### src/rtl/instr_sequencer.sv
// Instruction fetch/execute sequencer: fetches a word at pc, presents the opcode
// fields for one decode cycle, then advances or loads pc, or halts.
module instr_sequencer #(
    parameter int unsigned       ADDR_W   = 12,
    parameter logic [ADDR_W-1:0] RESET_PC = 12'h000
) (
    input  logic              clk,
    input  logic              rst_n,
    input  logic              run,
    output logic              memReq,
    output logic [ADDR_W-1:0] memAddr,
    input  logic              memAck,
    input  logic [15:0]       memData,
    output logic              insMode,
    output logic [2:0]        insShort,
    output logic [3:0]        insLong,
    output logic [11:0]       operand,
    output logic              exeValid,
    input  logic              stop,
    input  logic              pcWR,
    input  logic              accNeg,
    output logic [ADDR_W-1:0] pc,
    output logic              halted
);

    localparam int unsigned WORD_W = 16;

    typedef enum logic [1:0] {
        S_IDLE  = 2'd0,
        S_FETCH = 2'd1,
        S_EXEC  = 2'd2,
        S_HALT  = 2'd3
    } state_t;

    state_t            state;
    logic [WORD_W-1:0] ir;
    logic              jump_taken_c;

    // Long-mode branches are conditional on a negative accumulator.
    assign jump_taken_c = pcWR & (~ir[15] | accNeg);

    // Every output below is a register or a fixed slice of one.
    assign memAddr  = pc;
    assign insMode  = ir[15];
    assign insShort = ir[14:12];
    assign insLong  = ir[15:12];
    assign operand  = ir[11:0];

    always_ff @(posedge clk) begin
        if (!rst_n) begin
            state    <= S_IDLE;
            pc       <= RESET_PC;
            ir       <= '0;
            memReq   <= 1'b0;
            exeValid <= 1'b0;
            halted   <= 1'b0;
        end else begin
            case (state)
                S_IDLE: begin
                    if (run) begin
                        state  <= S_FETCH;
                        memReq <= 1'b1;
                    end
                end
                S_FETCH: begin
                    if (memAck) begin
                        ir       <= memData;
                        state    <= S_EXEC;
                        memReq   <= 1'b0;
                        exeValid <= 1'b1;
                    end
                end
                S_EXEC: begin
                    exeValid <= 1'b0;
                    if (stop) begin
                        state  <= S_HALT;
                        halted <= 1'b1;
                    end else begin
                        state  <= S_FETCH;
                        memReq <= 1'b1;
                        pc     <= jump_taken_c ? ADDR_W'(ir[11:0]) : pc + ADDR_W'(1);
                    end
                end
                S_HALT: begin
                    halted <= 1'b1;
                end
                default: begin
                    state <= S_IDLE;
                end
            endcase
        end
    end

endmodule

### config.mk
export PLATFORM = sky130hd
export DESIGN_NAME = instr_sequencer
export DESIGN_NICKNAME = d
export VERILOG_FILES = /design/src/rtl/instr_sequencer.sv
export SDC_FILE = /design/constraint.sdc
export NUM_CORES = 1
export LEC_CHECK = 0
export ABC_AREA = 1
export CAP_MARGIN = 20
export CORE_MARGIN = 1
export CORE_UTILIZATION = 47
export CTS_CLUSTER_SIZE = 28
export DETAILED_ROUTE_END_ITERATION = 8
export PLACE_DENSITY = 0.86
export SLEW_MARGIN = 30
export SYNTH_ARGS = -nofsm -noshare
export SYNTH_HDL_FRONTEND = slang
export SYNTH_SLANG_ARGS = --single-unit
### constraint.sdc
create_clock -name clk -period 3.21 [get_ports clk]
set_input_delay 0.642 -clock clk [delete_from_list [all_inputs] [get_ports clk]]
set_output_delay 0.642 -clock clk [all_outputs]
set_load 0.02 [all_outputs]
==> results.cfg, run 1 <==
[sta]
setup_viol_count_final = 0
slew_viol_final = 0
timing.final.crit_share_pct = 65.5
finalCriticalPeriod_ps = 2100
fin_tns_setup_ps = 0
worstMarginPinSlew_ps = 655
relSlewSlack_pct = 56.2
fmax_mhz = 475
rsz0062_at_grt = false
fin_skew_ps = 5.75
hold_viol = 0

[yosys]
synth.most_common_cell = nand2_1
synth_top_area_share_pct = 37.2
synth_area_leaders = dfxtp_1 (37%), nand2_1 (9.1%), o21ai_0 (9.0%)
synthCells = 251
synth_edf_count = 0
yosys-top-cells-count = nand2_1 (43), nor2_1 (34), dfxtp_1 (33)
synth_nets = 280
seq_area_frac_synth_pct = 37.2
async_reset_ff_share_pct = 0
yosysTopAreaCell = dfxtp_1
synth_ff_type = dfxtp_1
ys_types = 25
ys_ff_latch = 33
syn_area_per_cell_sq_um = 7.08
netlist_area_sq_mm = 0.00178
yosys_warnings = 0

[drt]
drt-wirelength-per-cell_um = 11.8
num_vias = 1756
firstDrtPassIters = 4
ant_nets = 0
viasPerCell = 5.03
drc = 0
drt_iter0_drc = 109
routed_wl_mm = 4.10

[floorplanning]
dieArea_sq_mm = 0.00403
core_sq_mm = 0.00347
io-pin-count = 70
rows = 21
die_h_um = 63.5
die_w_um = 63.5
start_util_pct = 51.3

[finish]
layout-area-overhead-vs-synth_pct = 38.6
finalNonFillerCells = 349
layout-drive-gt1-share_pct = 6.27
fin_area_sq_mm = 0.00246
finish.net_count = 331
fin_util_pct = 71.0
fill_cells = 294
n_antenna_cell = 0

[power_and_ir_drop]
peakVddDrop_mv = 0.420
p_leak_nw = 0.930
power_density_mw_per_mm2 = 432

[placed_design]
portBuffers = 69
place_area_sq_mm = 0.00236
dp_hpwl_mm = 2.90
gp_congestion = 0.860
dp_cells = 341

[clocking]
post_cts_buffers = 0
cts_tree = done
cts-root-buf = clkbuf_8
clkSinkCount = 33
clk_pin_slew_ps = 70
cts_buffers = 5
htreeDepth = 2
clk-insertion-delay-late_ps = 280
cts_resized = 0
postCtsHoldBufs = 0
clockBufferDepth = 2

[critical_path]
critPathTopFamily = buffers and inverters
worstSetupPathType = input port to register
worstSetupEndpointType = register
critPathArrivalTime_ps = 2310
rr_startpoint = state[1]$_SDFFE_PN0P_
cp-start-kind = input port
slowest_stage = nand2_1
slowest_delay_ps = 480
cp_max_fo = 22
cpMostUsedCell = nand2_1
path_buf_inv = 3
cp-startpoint = accNeg
cp.required_ps = 3420
crit_path_cell_trace = clkdlybuf4s50_1 > inv_1 > nand2_1 > nand2_1 > inv_1 > o21ai_0 > nand2_1 > a21oi_1

[worst_hold_path]
min_path_type = register to register
worstHoldStart = ir[7]$_SDFFE_PN0P_

[status]
outcome = finished, final reports clean

[global_routing]
grt_max_degree = 23
track_usage_pct = 22.3
grt_first_pass_wirelength_mm = 7.09
grt_antenna_before_repair = 0
grt_pass1_vias = 1573
grt_overflow = 0

[flow_run]
cap_violations = 0
worst reg2reg max path, delay by kind of cell (launching register included):
kind	cells	cell delay, ps
adder cells (fa/ha/maj)	1	250
AND/OR/NAND/NOR	2	500
AO/OA/AOI/OAI	1	260
flip-flops	1	370
buffers and inverters	2	450
cell usage in the layout, fill, tap and decap left out:
master / count
clkdlybuf4s50_1: 69
nand2_1: 43
nor2_1: 34
dfxtp_1: 33
o21ai_0: 32
inv_1: 28
a21oi_1: 18
nand3_1: 8
clkbuf_8: 7
ha_1: 6
nor2_4: 3
xnor2_1: 2
o211ai_1: 2
nand3_2: 2
nand3b_1: 2
a21oi_2: 2
nor2_2: 2
nand4_1: 2
nor3_1: 2
nand2_2: 1
a211oi_1: 1
o22ai_2: 1
o22ai_1: 1
o21bai_1: 1
clkinv_2: 1
registers in the layout, indices dropped and copies added (netlist names):
| register | cells |
|---|---|
| ir | 16 |
| exeValid | 1 |
| state | 2 |
| memAddr | 12 |
| halted | 1 |
| memReq | 1 |
power breakdown:
part | leakage (nW) | internal (mW) | switching, mW | total (mW)
Clock | 0.0542 | 0.194 | 0.149 | 0.343
Sequential | 0.269 | 0.443 | 0.0265 | 0.469
Combinational | 0.607 | 0.117 | 0.136 | 0.253
through the flow:
| step | setup slack [ps] | power, mW | hold WS [ps] |
|---|---|---|---|
| 2_1_floorplan | 1790 | 0.623 | 507 |
| 3_3_place_gp | 932 | 0.724 | 460 |
| 3_5_place_dp | 841 | 0.729 | 466 |
| 4_1_cts | 1110 | 1.07 | 477 |
| 5_1_grt | 964 | 1.12 | 498 |
| 6_report | 1110 | 1.06 | 472 |
final timing paths:
kind	to	slack [ps]	cells past startpoint
worst max-delay path	memAddr[6]$_SDFFE_PN0P_	1110	8
worst min register to register	ir[7]$_SDFFE_PN0P_	470	2
worst max register to register	exeValid$_SDFFE_PN0P_	1270	6
worst min-delay path	ir[7]$_SDFFE_PN0P_	470	2
layer usage:
| metal | vias up | GRT usage (%) | part of all wire [%] |
|---|---|---|---|
| met2 | 70 | 33.9 | 45 |
| met4 | 0 | 8.24 | 1.4 |
| li1 | 894 | - | - |
| met1 | 783 | 28.5 | 46 |
| met3 | 9 | 8.51 | 7.1 |
| met5 | - | 0 | 0 |
layout make-up:
cell class / count / area [sq um] / area share, %
clock inverters: 1 / 5.00 / 0.203
clock buffers: 7 / 96.3 / 3.91
flip-flops and latches: 33 / 661 / 26.8
well taps: 46 / 57.6 / 2.34
inverters: 28 / 105 / 4.27
repair buffers: 69 / 691 / 28.0
multi-input cells: 165 / 848 / 34.4
kinds of logic (layout without fill, tap and decap cells):
group                    Yosys count  after routing  synth area share, %
adder cells (fa/ha/maj)            6              6                 4.22
buffers and inverters             53            105                 15.1
flip-flops                        33             33                 37.2
AO/OA/AOI/OAI                     58             58                 17.8
XOR/XNOR                           2              2                0.985
AND/OR/NAND/NOR                   99             99                 24.7
(Power assumes the default switching activity.)
==> run 2: changes to the inputs <==
--- a/config.mk
+++ b/config.mk
@@ -8,10 +8,10 @@
 export ABC_AREA = 1
 export CAP_MARGIN = 20
 export CORE_MARGIN = 1
-export CORE_UTILIZATION = 47
+export CORE_UTILIZATION = 43
 export CTS_CLUSTER_SIZE = 28
 export DETAILED_ROUTE_END_ITERATION = 8
-export PLACE_DENSITY = 0.86
+export PLACE_DENSITY = 0.79
 export SLEW_MARGIN = 30
 export SYNTH_ARGS = -nofsm -noshare
 export SYNTH_HDL_FRONTEND = slang
==> constraint.sdc (replaced) <==
create_clock -name clk -period 2.2 [get_ports clk]
set_input_delay 0.44 -clock clk [delete_from_list [all_inputs] [get_ports clk]]
set_output_delay 0.44 -clock clk [all_outputs]
set_load 0.02 [all_outputs]
==> run 2 against run 1 <==
  * The run now ends with design-rule violations left
  * Combinational power increased by 48%
  * Critical path type is now register to output pin
  * Via count decreased by 1.8%
  * Design area increased by 1.7%
  * Sequential cell count unchanged
  * Die area increased by 9.0%
  * Wire length decreased by 1.0%
  * Clock skew decreased by 2.1 ps
  * Highest routed layer unchanged
  * Final cell count increased by 2.0%
  * Largest power group unchanged
==> results.cfg, run 2 (synthesis results as in run 1) <==
[placed_design]
dp_cells = 348
place_area_sq_mm = 0.00239
portBuffers = 69
dp_hpwl_mm = 2.96
dp_slack_ps = 264
gp_congestion = 0.760

[sta]
whs_ps = 477
fin_skew_ps = 3.68
fmax_mhz = 529
fin_ws_ps = 310
setup_viol_count_final = 0
worstMarginPinSlew_ps = 516
relSlewSlack_pct = 65.6
slew_viol_final = 0
timing.final.crit_share_pct = 85.9
rsz0062_at_grt = false
finalCriticalPeriod_ps = 1890
hold_viol = 0
fin_tns_setup_ps = 0

[critical_path]
rr_startpoint = state[0]$_SDFFE_PN0P_
critPathTopFamily = buffers and inverters
cp-startpoint = memAddr[2]$_SDFFE_PN0P_
crit_path_cell_trace = clkdlybuf4s50_1
cp_max_fo = 7
slowest_stage = clkdlybuf4s50_1
critPathArrivalTime_ps = 1450
slowest_delay_ps = 670
cp.required_ps = 1760
path_buf_inv = 1
worstSetupPathType = register to output pin
worstSetupEndpointType = output pin
cp-start-kind = register

[status]
violations = design-rule violations
outcome = finished, violations left

[clocking]
clkSinkCount = 33
cts_buffers = 5
postCtsHoldBufs = 0
clockBufferDepth = 2
clk-insertion-delay-late_ps = 280
htreeDepth = 2
post_cts_buffers = 0
clk_pin_slew_ps = 70
cts-root-buf = clkbuf_8
cts_resized = 0
cts_tree = done

[worst_hold_path]
min_path_type = register to register
worstHoldStart = ir[5]$_SDFFE_PN0P_

[drt]
ant_nets = 0
routed_wl_mm = 4.06
firstDrtPassIters = 6
drc = 1
drt_iter0_drc = 74
num_vias = 1725
viasPerCell = 4.85
drt-wirelength-per-cell_um = 11.4

[power_and_ir_drop]
peakVddDrop_mv = 0.380
power_density_mw_per_mm2 = 656
p_leak_nw = 0.949

[floorplanning]
start_util_pct = 44.8
dieArea_sq_mm = 0.00440
die_h_um = 66.3
rows = 23
io-pin-count = 70
core_sq_mm = 0.00397
die_w_um = 66.3

[finish]
finish.net_count = 334
regMostFlops = ir
largest_register_ffs = 16
layout-area-overhead-vs-synth_pct = 41.0
n_antenna_cell = 0
fin_area_sq_mm = 0.00251
final_common_cell = clkdlybuf4s50_1
layout-drive-gt1-share_pct = 6.86
finalNonFillerCells = 356
final_cell_mix = clkdlybuf4s50_1 (69), nand2_1 (43), nor2_1 (34)
fill_cells = 370

[global_routing]
track_usage_pct = 19.6
grt_pass1_vias = 1461
grt_first_pass_wirelength_mm = 6.43
grt_max_degree = 21
grt_antenna_before_repair = 0
grt_overflow = 0

[flow_run]
cap_violations = 0
==> run 2: worst reg2reg max path, stage by stage, from the launching register on <==
cell and delay, ps:
dfxtp_1 340, inv_1 110, ha_1 170, inv_1 90, nor2_4 310, inv_1 240
a21oi_1 160, nor3_1 50
==> run 2: per-layer routing <==
metal / GRT usage, % / part of all wire [%]
met1: 22.0 / 44
met4: 9.84 / 0.49
met5: 0 / 0
met2: 33.7 / 49
met3: 5.17 / 5.9
==> run 2: power breakdown <==
part | leakage [nW] | internal, mW | switching [mW]
logic | 0.621 | 0.177 | 0.198
clock network | 0.0585 | 0.369 | 0.218
registers | 0.269 | 0.646 | 0.0372
total | 0.949 | 1.19 | 0.453
==> run 2: worst paths after layout <==
check,to,slack [ps],depth (start not counted)
worst max register to register,memAddr[4]$_SDFFE_PN0P_,590,7
worst max-delay path,pc[2],310,1
worst min register to register,ir[5]$_SDFFE_PN0P_,480,2
worst min-delay path,ir[5]$_SDFFE_PN0P_,480,2
==> run 2: stage by stage <==
stage / power, mW / utilization [%]
2_1_floorplan: 0.909 / -
3_3_place_gp: 1.07 / 60.2
3_5_place_dp: 1.07 / 60.2
4_1_cts: 1.66 / 63.1
5_1_grt: 1.72 / 63.1
6_report: 1.64 / 63.1
==> run 2: area by class of cell <==
type	count	area, sq um	share of cell area (%)
Multi-Input combinational cell	165	848	33.8
Timing Repair Buffer	72	713	28.5
Sequential cell	33	661	26.4
Inverter	28	105	4.19
Clock buffer	7	86.3	3.44
Tap cell	50	62.6	2.50
Clock inverter	1	30.0	1.20
==> run 3: changes to the inputs <==
--- a/config.mk
+++ b/config.mk
@@ -11,7 +11,7 @@
 export CORE_UTILIZATION = 43
 export CTS_CLUSTER_SIZE = 28
 export DETAILED_ROUTE_END_ITERATION = 8
-export PLACE_DENSITY = 0.79
+export PLACE_DENSITY = 0.85
 export SLEW_MARGIN = 30
 export SYNTH_ARGS = -nofsm -noshare
 export SYNTH_HDL_FRONTEND = slang
==> run 3 against run 2 <==
  * Setup slack improved by 3.2 ps
  * The flow now finishes without violations
  * Design area about the same
  * Sequential cell count did not move
  * Via count grew 3.1%
  * Sequential share of layout area barely moved
  * Final cell count unchanged
==> results.cfg, run 3 (synthesis results as in run 1) <==
[clocking]
cts_tree = done
cts-root-buf = clkbuf_8
clockBufferDepth = 2
cts_resized = 0
clkSinkCount = 33
postCtsHoldBufs = 0
cts_buffers = 5
clk-insertion-delay-late_ps = 290
htreeDepth = 2
clk_pin_slew_ps = 70
post_cts_buffers = 0

[sta]
fin_ws_ps = 313
hold_viol = 0
fin_skew_ps = 3.98
rsz0062_at_grt = false
relSlewSlack_pct = 67.0
setup_viol_count_final = 0
fmax_mhz = 530
whs_ps = 484
timing.final.crit_share_pct = 85.8
finalCriticalPeriod_ps = 1890
worstMarginPinSlew_ps = 489
slew_viol_final = 0
fin_tns_setup_ps = 0

[drt]
wl_met3_um = 313
viasPerCell = 5.00
drt-met1-wl_mm = 1.80
drt_iter0_drc = 143
ant_nets = 0
firstDrtPassIters = 4
routed_wl_mm = 4.37
drt-wirelength-per-cell_um = 12.3
drc = 0
routed.top_layer = met4
num_vias = 1779
route.met2.wl_mm = 2.17

[power_and_ir_drop]
peakVddDrop_mv = 0.459
p_total_mw = 1.65
p_leak_nw = 0.945
power_density_mw_per_mm2 = 658

[finish]
largest_register_ffs = 16
regMostFlops = ir
layout-drive-gt1-share_pct = 7.19
n_antenna_cell = 0
final_common_cell = clkdlybuf4s50_1
layout-area-overhead-vs-synth_pct = 40.9
final_cell_mix = clkdlybuf4s50_1 (69), nand2_1 (43), nor2_1 (34)
finish.net_count = 334
fin_util_pct = 63.1

[global_routing]
track_usage_pct = 21.5
grt_max_degree = 21
grt_pass1_vias = 1622
grt_antenna_before_repair = 0
grt_first_pass_wirelength_mm = 7.07
grt_overflow = 0

[floorplanning]
io-pin-count = 70
die_h_um = 66.3
core_sq_mm = 0.00397
dieArea_sq_mm = 0.00440
die_w_um = 66.3
start_util_pct = 44.8
rows = 23

[critical_path]
cp_max_fo = 7
worstSetupEndpointType = output pin
worstSetupPathType = register to output pin
critPathArrivalTime_ps = 1450
path_buf_inv = 1
slowest_delay_ps = 660
critPathTopFamily = buffers and inverters
slowest_stage = clkdlybuf4s50_1
cp-start-kind = register
cp.required_ps = 1760
crit_path_cell_trace = clkdlybuf4s50_1

[status]
outcome = finished, final reports clean

[placed_design]
gp_congestion = 0.872
portBuffers = 69
dp_slack_ps = 250
dp_hpwl_mm = 3.16

[worst_hold_path]
min_path_type = register to register

[flow_run]
cap_violations = 0
run 3: changes by cell type in the layout (fill, tap and decap cells not counted), sizes merged:
cell / delta
clkinvlp: +1
clkinv: +1
clkbuf: -2
run 3: path summary, 6_finish.rpt:
check                                              from                       to  slack, ps  cells after the start
worst max-delay path            memAddr[2]$_SDFFE_PN0P_               memAddr[2]        310                      1
worst min-delay path                 ir[4]$_SDFFE_PN0P_       ir[4]$_SDFFE_PN0P_        480                      2
worst max register to register      ir[15]$_SDFFE_PN0P_  memAddr[5]$_SDFFE_PN0P_        560                      6
worst min register to register       ir[4]$_SDFFE_PN0P_       ir[4]$_SDFFE_PN0P_        480                      2
run 3: metal layers:
layer,vias to the layer above,global-route usage (%)
li1,896,-
met1,799,23.2
met2,75,37.9
met3,9,6.38
met4,0,10.4
met5,-,0
run 3: cell type report:
| type | count | area (sq um) |
|---|---|---|
| Clock buffer | 5 | 68.8 |
| Clock inverter | 3 | 46.3 |
| Sequential cell | 33 | 661 |
| Timing Repair Buffer | 72 | 713 |
| Multi-Input combinational cell | 165 | 848 |
| Inverter | 28 | 105 |
| Fill cell | 350 | 1470 |
| Tap cell | 50 | 62.6 |
run 3: report_power, final:
| part | total, mW | switching (mW) | internal (mW) |
|---|---|---|---|
| Sequential | 0.685 | 0.0395 | 0.645 |
| Clock | 0.586 | 0.247 | 0.339 |
| Combinational | 0.378 | 0.201 | 0.177 |
| Total | 1.65 | 0.487 | 1.16 |
run 3: through the flow:
stage          cells  instance area [sq um]
2_1_floorplan    251                   1780
3_3_place_gp     348                   2390
3_5_place_dp     348                   2390
4_1_cts          356                   2500
5_1_grt          356                   2500
6_report         356                   2500
run 3: tightest hold or removal path, cell delays in order, from the launching register on:
cell and delay (ps):
dfxtp_1 310, inv_1 70, a21oi_1 60
==> patch 1 (settings of run 3) <==
Re-encode `state_t` (4 states) as one-hot, 4 bits wide.
--- a/src/rtl/instr_sequencer.sv
+++ b/src/rtl/instr_sequencer.sv
@@ -26,9 +26,9 @@
     localparam int unsigned WORD_W = 16;
 
-    typedef enum logic [1:0] {
-        S_IDLE  = 2'd0,
-        S_FETCH = 2'd1,
-        S_EXEC  = 2'd2,
-        S_HALT  = 2'd3
+    typedef enum logic [3:0] {
+        S_IDLE  = 4'b0001,
+        S_FETCH = 4'b0010,
+        S_EXEC  = 4'b0100,
+        S_HALT  = 4'b1000
     } state_t;
 
Formal check against the unedited RTL: no difference found for any inputs over 10 cycles, from zero or initial values and one cycle with rst_n low; not proved beyond that.
==> patch 1 against run 3 <==
  * Power shrank 5.4%
  * Setup slack better by 67 ps
  * Synthesized cell count rose by 1.2%
  * Sequential cell count up 2
  * Highest routed layer unchanged
  * Register-to-register slack improved by 180 ps
  * Wire length down 4.1%
  * Synthesized area rose by 3.2%
  * Design area rose by 1.0%
  * Critical path depth is the same
  * Global-route usage down 1.2 points
==> patch 1: results (changes against run 3) <==
Pwr
  • Maximum VDD drop: 0.462 mV (+0.67%)
  • Comb. pwr: 0.379 mW (about the same)
  • Cell-internal power: 1.11 mW (-4.7%)
  • PD cells: 616 mW/mm2 (-6.4%)
  • Sequential power: 0.719 mW (+5.0%)
  • Static leakage: 0.888 nW (-6.0%)

Routing
  • DR iter-0 viols: 150 (+4.9%)
  • DR pass1 iterations: 4 (unchanged)
  • DR WL met2: 1970 um (-9.1%)
  • Drt wl/cell: 11.7 um (-4.4%)
  • Highest routed layer: met4
  • Vias per cell: 4.90 (-2.0%)
  • Met3 routed WL: 238 um (-24%)
  • Wl on met1: 1920 um (+6.9%)

Finish
  • Largest register FFs: 16 (unchanged)
  • Layout Nets: 331 (-0.90%)
  • N_diodes: 0 (unchanged)
  • Top reg by flops: ir
  • Share of post-route cells with drive strength above 1: 10.1% (+2.9 points)
  • Non-filler cells, final: 357 (+0.28%)

Setup path
  • Largest delay share family, worst path: buffers and inverters
  • CP arrival: 1380 ps (-70 ps)
  • CP Max Fanout: 7 (unchanged)
  • Slowest-stage cell, CP: clkdlybuf4s50_1

Yosys
  • Top cells by area, synth: dfxtp_1 (38%), a21oi_1 (8.2%), nand2_1 (7.8%)
  • Synth Area in Compound Gates: 19.6% (+1.8 points)
  • Distinct cells, synth: 30 (+20%)
  • Top cells by count, synth: nand2_1 (38), dfxtp_1 (35), a21oi_1 (30), inv_1 (30), nor2_1 (21)
  • Mapped Cells: 254 (+1.2%)
  • Adder-cell share of the synthesized area: 0.682% (-3.5 points)
  • Synth Flop Type: dfxtp_1
  • Post-Synth XOR/XNOR Area: 0.477% (-0.51 points)
  • Syn nets: 278 (-0.71%)
  • Sequential fraction of the synthesis area: 38.2% (+1.0 points)

GRT
  • Met1 usage: 24.6% (+1.4 points)
  • Met2 Resource Use GR: 34.8% (-3.1 points)
  • Total GRT Usage: 20.3% (-1.2 points)
  • Grt met3 use: 4.39% (-2.0 points)
  • First-pass GRT wire length: 6910 um (-2.3%)
  • Largest net degree at the start of global routing: 25 (+19%)
  • Number of global-route vias before repair: 1,604 (-1.1%)

Clocking
  • CTS-repair resized insts: 0 (unchanged)
  • Clock buffer depth: 2 (unchanged)
  • Total CTS buffers: 5 (unchanged)
  • Clk Latency, worst-skew pair: 280 ps

Place
  • Placed Cells: 350 (+0.57%)
  • Post-DP HPWL: 3020 um (-4.2%)
  • # port buffers: 69 (unchanged)
  • Dpl ws: 315 ps (+64.8 ps)
  • Placed cell areas: 0.00244 mm2 (+2.3%)
  • Final Wtd Congestion: 0.840 (-3.7%)

Timing
  • Clk_skew: 1.85 ps (-2.13 ps)
  • Slew @ Worst Pin: 484 ps (-5.76 ps)

Outcome
  • Status: completed
## patch 1: cell types whose count changed in the layout (fill, tap and decap cells not counted), moves of 4 or more
cell,change
o21ai_1,+13
a21oi_1,+12
ha_1,-5
nor2_1,-13
nand2_1,-5
o21ai_0,-21
nand3_1,+5
a21oi_2,+4
## patch 1: worst paths after layout
kind | startpoint | end | slack (ps) | cells after the start
max | memAddr[2] | memAddr[2] | 380 | 1
min | ir[13] | ir[13] | 470 | 2
min reg2reg | ir[13] | ir[13] | 470 | 2
max reg2reg | memAddr[1] | memAddr[10] | 740 | 8
## patch 1: worst min-delay path, cell delays in order, from the launching register on
cell and delay (ps):
dfxtp_1 320, inv_1 50, a21oi_1 50
## patch 1: final cells by class
cell class	count	area [um2]
Clock buffer	6	82.6
Clock inverter	1	5.00
Fill cell	372	1530
Inverter	32	120
Multi-Input combinational cell	162	842
Sequential cell	35	701
Tap cell	50	62.6
Timing Repair Buffer	71	718
==> patch 2 (config.mk and constraints of run 3) <==
Without the edit above. The parameter `ADDR_W` goes from 12 to 13.
--- a/src/rtl/instr_sequencer.sv
+++ b/src/rtl/instr_sequencer.sv
@@ -2,5 +2,5 @@
 // fields for one decode cycle, then advances or loads pc, or halts.
 module instr_sequencer #(
-    parameter int unsigned       ADDR_W   = 12,
+    parameter int unsigned       ADDR_W   = 13,
     parameter logic [ADDR_W-1:0] RESET_PC = 12'h000
 ) (
Ports: changed (resized memAddr and pc); port bits go from 70 to 72. No check against the original RTL was run, so the function may have changed too.
==> patch 2 against run 3 <==
  * Sequential power grew 2%
  * Wire length grew 1.5%
  * Design area grew 3.5%
  * Die area grew 4.4%
  * Count of clock-buffer cells in the layout is the same
  * Sequential cell count grew 1
  * Clock skew grew 4.9 ps
  * Setup slack gained 58 ps
  * Critical path depth is the same
  * Synthesized area grew 4.5%
  * Power shrank 0.17%
  * Critical path type unchanged
  * Largest cell class unchanged
==> patch 2: results (changes against run 3) <==
Outcome
  • Status: completed

Finish
  • Layout Nets: 342 (+2.4%)
  • Share of post-route cells with drive strength above 1: 8.92% (+1.7 points)
  • Commonest non-fill, non-tap cell in the layout: clkdlybuf4s50_1
  • Fillers: 372 (+6.3%)

Setup path
  • CP Max Fanout: 7 (unchanged)
  • Critical path launch point: memAddr[5]
  • Capturing point of the worst reg2reg path: memAddr[6]
  • Slowest-stage cell, CP: clkdlybuf4s50_1
  • Largest delay share family, worst path: buffers and inverters
  • Reg2Reg Launch Point: state[0]
  • CP arrival: 1390 ps (-60 ps)
  • Worst Setup EP: memAddr[5]
  • Register-to-Register Path Depth: 11 (+5)
  • R2R setup slack: 570 ps

Routing
  • Drt wl/cell: 12.2 um (-0.70%)
  • DR vias: 1,825 (+2.6%)
  • DR iter-0 viols: 121 (-15%)
  • Vias per cell: 5.01 (+0.33%)

Clocking
  • Clock buffer depth: 2 (unchanged)
  • H-tree depth: 2 (unchanged)
  • CTS-repair resized insts: 0 (unchanged)
  • Number of post-CTS setup repair buffers: 0 (unchanged)

Yosys
  • Warnings, synthesis: 0 (unchanged)
  • Mapped Avg Cell Area: 7.26 um2 (+2.5%)
  • Sequential fraction of the synthesis area: 36.6% (-0.52 points)
  • Top cells by area, synth: dfxtp_1 (37%), nor2_1 (8.9%), nand2_1 (7.9%)
  • Syn nets: 285 (+1.8%)
  • Top cells by count, synth: nor2_1 (44), nand2_1 (39), dfxtp_1 (34)
  • Fraction of registers with async set or reset after synthesis: 0% (unchanged)
  • Distinct cells, synth: 35 (+40%)

Timing
  • Clk_skew: 8.91 ps (+4.93 ps)
  • Final hold slack: 498 ps (+13.7 ps)
  • Rel. slew slack: 69.2% (+2.1 points)

GRT
  • Total GRT Usage: 21.5% (about the same)
  • Number of global-route vias before repair: 1,667 (+2.8%)
  • First-pass GRT wire length: 7320 um (+3.6%)
  • Largest net degree at the start of global routing: 20 (-4.8%)

Place
  • Post-DP HPWL: 3320 um (+5.2%)
  • Placed cell areas: 0.00248 mm2 (+3.9%)
  • # port buffers: 71 (+2.9%)
  • Placed Cells: 356 (+2.3%)
  • Final Wtd Congestion: 0.915 (+4.9%)

Pwr
  • Static leakage: 1.00 nW (+6.3%)
  • Maximum VDD drop: 0.484 mV (+5.6%)
  • NetSw: 0.474 mW (-2.8%)

Worst hold path
  • Hold wc startpoint: halted
  • Hold Crit Depth: 2 (unchanged)
  • Hold Path Sink: halted
==> patch 2: changes by cell type after synthesis, sizes merged, moves of 2 or more <==
cell | run 3 | this run
nor2 | 39 | 49
a21oi | 20 | 14
inv | 28 | 25
nand4 | 2 | 5
clkbuf | 5 | 3
nand2 | 44 | 42
nand3 | 10 | 12
nor3 | 2 | 4
xnor2 | 2 | 0
==> patch 2: final cells by class <==
type,count,share of cell area [%]
Multi-Input combinational cell,173,35.0
Clock inverter,3,1.54
Timing Repair Buffer,73,28.0
Sequential cell,34,26.3
Clock buffer,5,2.65
Tap cell,50,2.41
Inverter,26,4.15
==> patch 2: kinds of logic after synthesis <==
group / after synthesis / synth area share [%]
and+or+nand+nor: 115 / 29.2
AOI/OAI and AO/OA: 52 / 15.6
buffers and inverters: 49 / 14.5
DFF: 34 / 36.6
adders and majority gates: 6 / 4.04
==> patch 2: metrics by stage <==
step,utilization [%],worst slack (ps)
finish,63.4,371
global route,63.4,293
CTS,63.4,360
detailed placement,60.8,272
global placement,60.8,315
floorplan,-,774
==> patch 2: power by group through the flow <==
stage	clock network (mW)	registers, mW	logic, mW
floorplan	0	0.761	0.164
global placement	0	0.716	0.368
detailed placement	0	0.716	0.374
CTS	0.581	0.702	0.376
global route	0.606	0.708	0.410
finish	0.569	0.702	0.374
==> patch 2: worst reg2reg max path: stages (launching register included) <==
cell and delay [ps]:
dfxtp_1 350, inv_1 120, ha_1 190, inv_2 80
nor2_8 190, inv_6 110, nor2_8 190, inv_6 60
nand3_2 70, nand3_1 80, nand2_1 60, inv_1 30
==> patch 2: routing by layer <==
metal,vias up,wire [um],track usage [%]
met5,-,0,0
met2,56,2180,35.8
met4,0,54,8.24
li1,934,-,-
met3,6,264,6.93
met1,829,1940,25.4
